## config.mk

```make
export PLATFORM = sky130hd
export DESIGN_NAME = activation_functions_flat
export DESIGN_NICKNAME = d
export VERILOG_FILES = /design/src/rtl/activation_functions_if.sv /design/src/rtl/activation_functions.sv /design/src/flat_wrapper.sv
export SDC_FILE = /design/constraint.sdc
export NUM_CORES = 2
export LEC_CHECK = 0
export BUFFER_PORTS_ARGS = -buffer_cell sky130_fd_sc_hd__clkbuf_2
export CAP_MARGIN = 25
export CORE_AREA = 2 2 463 465
export CTS_CLUSTER_SIZE = 24
export DETAILED_ROUTE_END_ITERATION = 10
export DIE_AREA = 0 0 465 467
export PLACE_DENSITY = 0.64
export SYNTH_ARGS = -nofsm -noshare
export SYNTH_HDL_FRONTEND = slang
export SYNTH_SLANG_ARGS = --single-unit
```

## constraint.sdc

```tcl
create_clock -name clk -period 6.12 [get_ports clk]
set_input_delay 1.224 -clock clk [delete_from_list [all_inputs] [get_ports clk]]
set_output_delay 1.224 -clock clk [all_outputs]
set_load 0.01 [all_outputs]
```

## src/rtl/activation_functions_if.sv

```systemverilog
// activation_functions_if
//   Command / result bundle for the activation unit.
//   master : command issuer (drives valid_in, addresses, dimensions, opcode)
//   slave  : activation unit (drives result_out, valid_out)
// Ports (signals):
//   valid_in     command strobe
//   input_addr   first source word
//   output_addr  first destination word
//   dimensions   element count, 0..15
//   opcode       7'h4A sigmoid, 7'h4B tanh
//   result_out   latest computed result, Q16.16
//   valid_out    one-cycle pulse when result_out is new
interface activation_functions_if #(
  parameter int ADDR_WIDTH = 12,
  parameter int DATA_WIDTH = 32,
  parameter int DIM_WIDTH  = 4
);
  logic                  valid_in;
  logic [ADDR_WIDTH-1:0] input_addr;
  logic [ADDR_WIDTH-1:0] output_addr;
  logic [DIM_WIDTH-1:0]  dimensions;
  logic [6:0]            opcode;
  logic [DATA_WIDTH-1:0] result_out;
  logic                  valid_out;

  modport master (
    output valid_in, input_addr, output_addr, dimensions, opcode,
    input  result_out, valid_out
  );

  modport slave (
    input  valid_in, input_addr, output_addr, dimensions, opcode,
    output result_out, valid_out
  );
endinterface

```

## src/rtl/activation_functions.sv

```systemverilog
// activation_functions
//   Fixed-point (Q16.16) vector activation unit. A command reads `dimensions`
//   consecutive scratchpad words from input_addr, applies a piecewise-linear
//   sigmoid (opcode 7'h4A) or tanh (opcode 7'h4B), writes each result back
//   starting at output_addr and streams it on result_out with a valid_out pulse.
//   One result every two cycles; no backpressure; commands ignored while busy.
// Configuration macro:
//   ACT_TANH_EN  defined   : 7'h4B computes tanh(x) = 2*sig(2x) - 1
//                undefined : tanh logic removed, 7'h4B is an invalid opcode
// Ports:
//   clk   rising-edge clock
//   rst   asynchronous active-low reset (aborts any command, reloads ramp)
//   bus   activation_functions_if.slave command/result bundle
//
// state | meaning
// IDLE  | waiting for a valid command
// READ  | fetch x from mem[src]
// CALC  | publish y, write mem[dst], advance pointers, count down
module activation_functions #(
  parameter int ADDR_WIDTH = 12,
  parameter int DATA_WIDTH = 32,  // only 32 is supported
  parameter int DIM_WIDTH  = 4,
  parameter int MEM_DEPTH  = 64   // power of two, <= 2**ADDR_WIDTH
) (
  input  logic            clk,
  input  logic            rst,
  activation_functions_if.slave bus
);

  localparam int          AW     = $clog2(MEM_DEPTH);
  localparam logic [6:0]  OP_SIG = 7'h4A;
`ifdef ACT_TANH_EN
  localparam logic [6:0]  OP_TANH = 7'h4B;
`endif
  localparam logic [31:0] ONE    = 32'h0001_0000;

  typedef enum logic [1:0] {IDLE, READ, CALC} state_e;

  state_e               state_q;
  logic [AW-1:0]        src_q;
  logic [AW-1:0]        dst_q;
  logic [DIM_WIDTH-1:0] cnt_q;
  logic [31:0]          x_q;
  logic [31:0]          result_q;
  logic                 valid_q;
  logic [31:0]          mem_q [MEM_DEPTH];
`ifdef ACT_TANH_EN
  logic                 tanh_q;
`endif

  logic [31:0] y_d;
  logic        cmd_ok;

  // PLAN sigmoid. |x| is non-negative, so the plain right shifts below are
  // the arithmetic shifts of the magnitude. The most negative input has no
  // positive twin and is clamped to the largest positive magnitude.
  function automatic logic [31:0] sig_f(input logic [31:0] x);
    logic [31:0] a;
    logic [31:0] s;
    if (x == 32'h8000_0000)   a = 32'h7FFF_FFFF;
    else if (x[31])           a = -x;
    else                      a = x;
    if (a >= 32'h0005_0000)      s = ONE;
    else if (a >= 32'h0002_6000) s = (a >> 5) + 32'h0000_D800;
    else if (a >= ONE)           s = (a >> 3) + 32'h0000_A000;
    else                         s = (a >> 2) + 32'h0000_8000;
    return x[31] ? (ONE - s) : s;
  endfunction

`ifdef ACT_TANH_EN
  // 2x saturates: overflow exactly when the top two bits differ.
  function automatic logic [31:0] tanh_f(input logic [31:0] x);
    logic [31:0] x2;
    logic [31:0] s;
    if (x[31] != x[30]) x2 = x[31] ? 32'h8000_0000 : 32'h7FFF_FFFF;
    else                x2 = {x[30:0], 1'b0};
    s = sig_f(x2);
    return {s[30:0], 1'b0} - ONE;
  endfunction
`endif

  always_comb begin
    cmd_ok = 1'b0;
    if (bus.valid_in && (bus.dimensions != '0)) begin
      if (bus.opcode == OP_SIG) cmd_ok = 1'b1;
`ifdef ACT_TANH_EN
      if (bus.opcode == OP_TANH) cmd_ok = 1'b1;
`endif
    end
  end

  always_comb begin
    y_d = sig_f(x_q);
`ifdef ACT_TANH_EN
    if (tanh_q) y_d = tanh_f(x_q);
`endif
  end

  always_ff @(posedge clk or negedge rst) begin
    if (!rst) begin
      state_q  <= IDLE;
      src_q    <= '0;
      dst_q    <= '0;
      cnt_q    <= '0;
      x_q      <= '0;
      result_q <= '0;
      valid_q  <= 1'b0;
`ifdef ACT_TANH_EN
      tanh_q   <= 1'b0;
`endif
      // Ramp of quarter steps centred on zero: word i = (i - DEPTH/2) * 0.25.
      for (int i = 0; i < MEM_DEPTH; i++) begin
        mem_q[i] <= 32'(i - MEM_DEPTH / 2) << 14;
      end
    end else begin
      valid_q <= 1'b0;
      case (state_q)
        IDLE: begin
          if (cmd_ok) begin
            src_q   <= bus.input_addr[AW-1:0];
            dst_q   <= bus.output_addr[AW-1:0];
            cnt_q   <= bus.dimensions;
`ifdef ACT_TANH_EN
            tanh_q  <= (bus.opcode == OP_TANH);
`endif
            state_q <= READ;
          end
        end
        READ: begin
          x_q     <= mem_q[src_q];
          state_q <= CALC;
        end
        CALC: begin
          result_q     <= y_d;
          valid_q      <= 1'b1;
          // Write lands one edge before the next read, so src == dst chains safely.
          mem_q[dst_q] <= y_d;
          src_q        <= src_q + AW'(1);
          dst_q        <= dst_q + AW'(1);
          cnt_q        <= cnt_q - DIM_WIDTH'(1);
          state_q      <= (cnt_q == DIM_WIDTH'(1)) ? IDLE : READ;
        end
        default: state_q <= IDLE;
      endcase
    end
  end

  assign bus.result_out = result_q;
  assign bus.valid_out  = valid_q;

  // Address bits above the scratchpad size are intentionally ignored (wrap).
  if (ADDR_WIDTH > AW) begin : g_addr_wrap
    logic unused_addr_bits;
    assign unused_addr_bits = ^{bus.input_addr[ADDR_WIDTH-1:AW],
                                bus.output_addr[ADDR_WIDTH-1:AW]};
  end

endmodule

```

## src/flat_wrapper.sv

```systemverilog
// flat-port wrapper written by rule: the top's interface ports become plain ports
module activation_functions_flat 
#(
  parameter int ADDR_WIDTH = 12,
  parameter int DATA_WIDTH = 32,                         
  parameter int DIM_WIDTH  = 4,
  parameter int MEM_DEPTH  = 64                                    
)
  (clk, rst, bus_valid_in, bus_input_addr, bus_output_addr, bus_dimensions, bus_opcode, bus_result_out, bus_valid_out);
  activation_functions_if #(.ADDR_WIDTH(ADDR_WIDTH), .DATA_WIDTH(DATA_WIDTH), .DIM_WIDTH(DIM_WIDTH)) bus_i ();
  input  logic clk;
  input  logic rst;
  input wire logic [$bits(bus_i.valid_in)-1:0] bus_valid_in;
  input wire logic [$bits(bus_i.input_addr)-1:0] bus_input_addr;
  input wire logic [$bits(bus_i.output_addr)-1:0] bus_output_addr;
  input wire logic [$bits(bus_i.dimensions)-1:0] bus_dimensions;
  input wire logic [$bits(bus_i.opcode)-1:0] bus_opcode;
  output wire logic [$bits(bus_i.result_out)-1:0] bus_result_out;
  output wire logic [$bits(bus_i.valid_out)-1:0] bus_valid_out;
  assign bus_i.valid_in = bus_valid_in;
  assign bus_i.input_addr = bus_input_addr;
  assign bus_i.output_addr = bus_output_addr;
  assign bus_i.dimensions = bus_dimensions;
  assign bus_i.opcode = bus_opcode;
  assign bus_result_out = bus_i.result_out;
  assign bus_valid_out = bus_i.valid_out;
  activation_functions #(.ADDR_WIDTH(ADDR_WIDTH), .DATA_WIDTH(DATA_WIDTH), .DIM_WIDTH(DIM_WIDTH), .MEM_DEPTH(MEM_DEPTH)) u_core (.clk(clk), .rst(rst), .bus(bus_i));
endmodule
```

==> impl_metrics.env <==
export IMPL_portBuffers=58
export IMPL_num_nets_final=8183
export IMPL_arrival_ps=6480
export IMPL_synth_cells=8474
export IMPL_postSynthAreaPerCell_um2=11.2
export IMPL_area_delta_synth_final_pct=11.5
export IMPL_gp_congestion=0.883
export IMPL_post_drt_wl_per_cell_um=22.8
export IMPL_cts_buffer_depth=3
export IMPL_power_density_nw_per_um2=328
export IMPL_peakVddDrop_uv=417
export IMPL_ys_seq_elements=2131
export IMPL_drt_wl_total_mm=254
export IMPL_skew_ps=37.4
export IMPL_design_area_um2=106000
export IMPL_maxCapViolations=0
export IMPL_totalPowerFinal_w=0.0346
export IMPL_core_area_um2=212000
export IMPL_clkSinkCount=2131
export IMPL_path_max_fanout=68
export IMPL_cp_slowest_cell="or2_4"
export IMPL_clk_latency_ps=850
export IMPL_syn_area_um2=94800
export IMPL_cpPeakStageDelay_ps=410
export IMPL_ys_top_cells_by_area="dfrtp_1 41%, dfstp_2 16%, mux4_2 16%, o21ai_0 11%, nand2_1 9.0%"
export IMPL_grt_pass1_vias=64473
export IMPL_outcome="finished clean"
export IMPL_hold_viol=0
export IMPL_path_common_cell="buf_4"
export IMPL_ant_nets=0
export IMPL_async_flop_share_pct=100
export IMPL_worstRegToRegCells=22
export IMPL_required_ps=6810
export IMPL_worst_slew_pin_slew_ps=1140
export IMPL_mostFrequentLayoutCell="nand2_1"
export IMPL_min_period_ps=5790
export IMPL_cts_buffers=210
export IMPL_start_util_pct=44.8
export IMPL_crit_chain="inv_1 -> ha_1 -> nor4b_4 -> buf_4 -> nand4_1 -> nor3_1 -> buf_4 -> nor3_1 -> a21oi_1 -> buf_4 -> ha_1 -> nand3_1 -> a211o_1 -> o21ai_2 -> mux2i_1 -> mux2i_1 -> o2bb2ai_1 -> or2_4 -> o31ai_4 -> buf_12 -> buf_12 -> o21ai_0"
export IMPL_track_usage_pct=23.7
export IMPL_reg2reg_to="u_core.mem_q[601]"
export IMPL_grt_overflow=0
export IMPL_r2r_start="u_core.x_q[0]"
export IMPL_ys_types=83
export IMPL_clk_pin_slew_ps=60
export IMPL_holdCritPathClass="in -> async"
export IMPL_die_area_um2=217000
export IMPL_finalSetupViolCount=0
export IMPL_slew_violations=0
export IMPL_worstSetupEndpointType="flop"
export IMPL_synth_top_area_share_pct=41.0
export IMPL_ys_seq_area_share_pct=57.0
export IMPL_clock_fmax_ghz=0.173
export IMPL_cts_htree_levels=4
export IMPL_grt_start_max_net_pins=173
export IMPL_synth_nets=8524
export IMPL_dpl_hpwl_mm=146
export IMPL_dr_first_iter_drc_count=5829
export IMPL_yosysWarnings=0
export IMPL_synth_flop_cell="dfrtp_1"
export IMPL_vias=64107
export IMPL_post_place_cells=10738
export IMPL_viasPerCell=5.75
export IMPL_rows=169
export IMPL_fp_dieH_um=467
export IMPL_start_kind="flop"
export IMPL_die_x_um=465
export IMPL_drive_gt1_share_pct=24.0
export IMPL_drt_pre_antenna_iters=6
export IMPL_period_share_pct=94.6
export IMPL_antenna_found_initial=4
export IMPL_drc_errors=0
export IMPL_final_cell_mix="2,218 x nand2_1, 2,063 x o21ai_0, 1,549 x dfrtp_1, 665 x mux4_2, 576 x dfstp_2"
export IMPL_slew_headroom_pct=24.2
export IMPL_path_class="reg -> reg"
export IMPL_cts_tree="built"
export IMPL_yosys_area_top_type="dfrtp_1"
export IMPL_cts_root_buf="clkbuf_16"
export IMPL_rrSetupSlack_ps=330
export IMPL_leakage_nw=43.4
export IMPL_synth_edf_count=0
export IMPL_postPlaceCellArea_um2=98100
export IMPL_grt_pass1_wl_mm=397
export IMPL_fin_cells=11144
export IMPL_io_pin_count=71
cell usage after synthesis (5+ instances only):
cell,n
nor3b_1,5
a31oi_1,13
nand2b_1,10
buf_1,60
dfstp_2,576
buf_4,14
a21oi_1,40
xor2_1,15
nor2_1,54
a211oi_1,12
buf_2,34
dfrtp_1,1555
xnor2_1,18
o21ai_0,2063
or3_1,8
nor4_1,12
and2_1,8
clkbuf_2,74
o31ai_1,69
or4_1,6
nor3_1,27
o41ai_1,6
mux2i_1,21
inv_1,18
clkbuf_1,647
mux2_2,10
nand3_1,21
nand2_1,2284
ha_1,12
buf_6,8
mux4_2,665
nand4_1,12
o211ai_1,8
critical path: cells and delay by family (launching register included):
family          cells  cell delay, ps
simple gates        6            1380
flops               1             400
compound gates      6            1770
buf+inv             6            1230
mux                 2             390
fa+ha+maj           2             410
cell families after synthesis:
kind of cell | share of synthesized area [%]
XOR/XNOR | 0.305
multiplexers | 16.1
AO/OA/AOI/OAI | 12.5
flip-flops | 57.0
buffers and inverters | 3.65
adder cells (fa/ha/maj) | 0.158
AND/OR/NAND/NOR | 10.2
worst max path at each step:
stage                        startpoint                 end
after global routing      u_core.x_q[0]   u_core.mem_q[923]
final                     u_core.x_q[0]   u_core.mem_q[601]
after floorplan           u_core.x_q[0]  u_core.mem_q[1028]
after global placement    u_core.x_q[0]   u_core.mem_q[895]
after detailed placement  u_core.x_q[0]   u_core.mem_q[749]
after CTS                 u_core.x_q[0]  u_core.mem_q[1933]
sequential cells by signal (all words and copies together), names as in the netlist:
register / count
u_core.bus.result_out: 32
u_core.bus.valid_out: 1
u_core.cnt_q: 4
u_core.dst_q: 6
u_core.mem_q: 2048
u_core.src_q: 6
u_core.state_q: 2
u_core.x_q: 32
area by class of cell:
| class | count | area [µm²] |
|---|---|---|
| Fill cell | 18270 | 106000 |
| Tap cell | 2821 | 3530 |
| Clock inverter | 70 | 1020 |
| Inverter | 18 | 67.6 |
| Multi-Input combinational cell | 5488 | 37800 |
| Timing Repair Buffer | 284 | 2750 |
| Sequential cell | 2131 | 54100 |
| Clock buffer | 331 | 6430 |
| Antenna cell | 1 | 2.50 |
power by group:
part | leakage (nW) | switching [W] | internal [W]
sequential | 27.6 | 0.000451 | 0.0143
combinational | 12.1 | 0.00384 | 0.00233
clock | 3.67 | 0.00560 | 0.00807
total | 43.4 | 0.00990 | 0.0247
metal layers:
metal,wire [µm],up-vias,GRT usage (%)
met5,41,-,0
met4,7550,6,7.30
met2,122000,1728,38.5
met1,109000,33008,32.8
met3,15800,401,4.15
li1,-,28964,-
per-stage QoR:
step | TNS (ps) | utilization (%) | hold WS, ps | setup WS (ps)
finish | 0 | 49.9 | 359 | 329
global route | -4.61 | 49.9 | 384 | -4.31
CTS | 0 | 49.9 | 365 | 173
detailed placement | 0 | 46.4 | 463 | 197
global placement | 0 | 46.3 | 454 | 250
floorplan | 0 | - | 439 | 485
what timing repair did:
action                     in CTS  in global routing
hold buffers                    0                  0
setup endpoints to repair       0               1520
resized for setup               0                  6
setup buffers                   0                  3
Power figures use the tool's default switching activity.
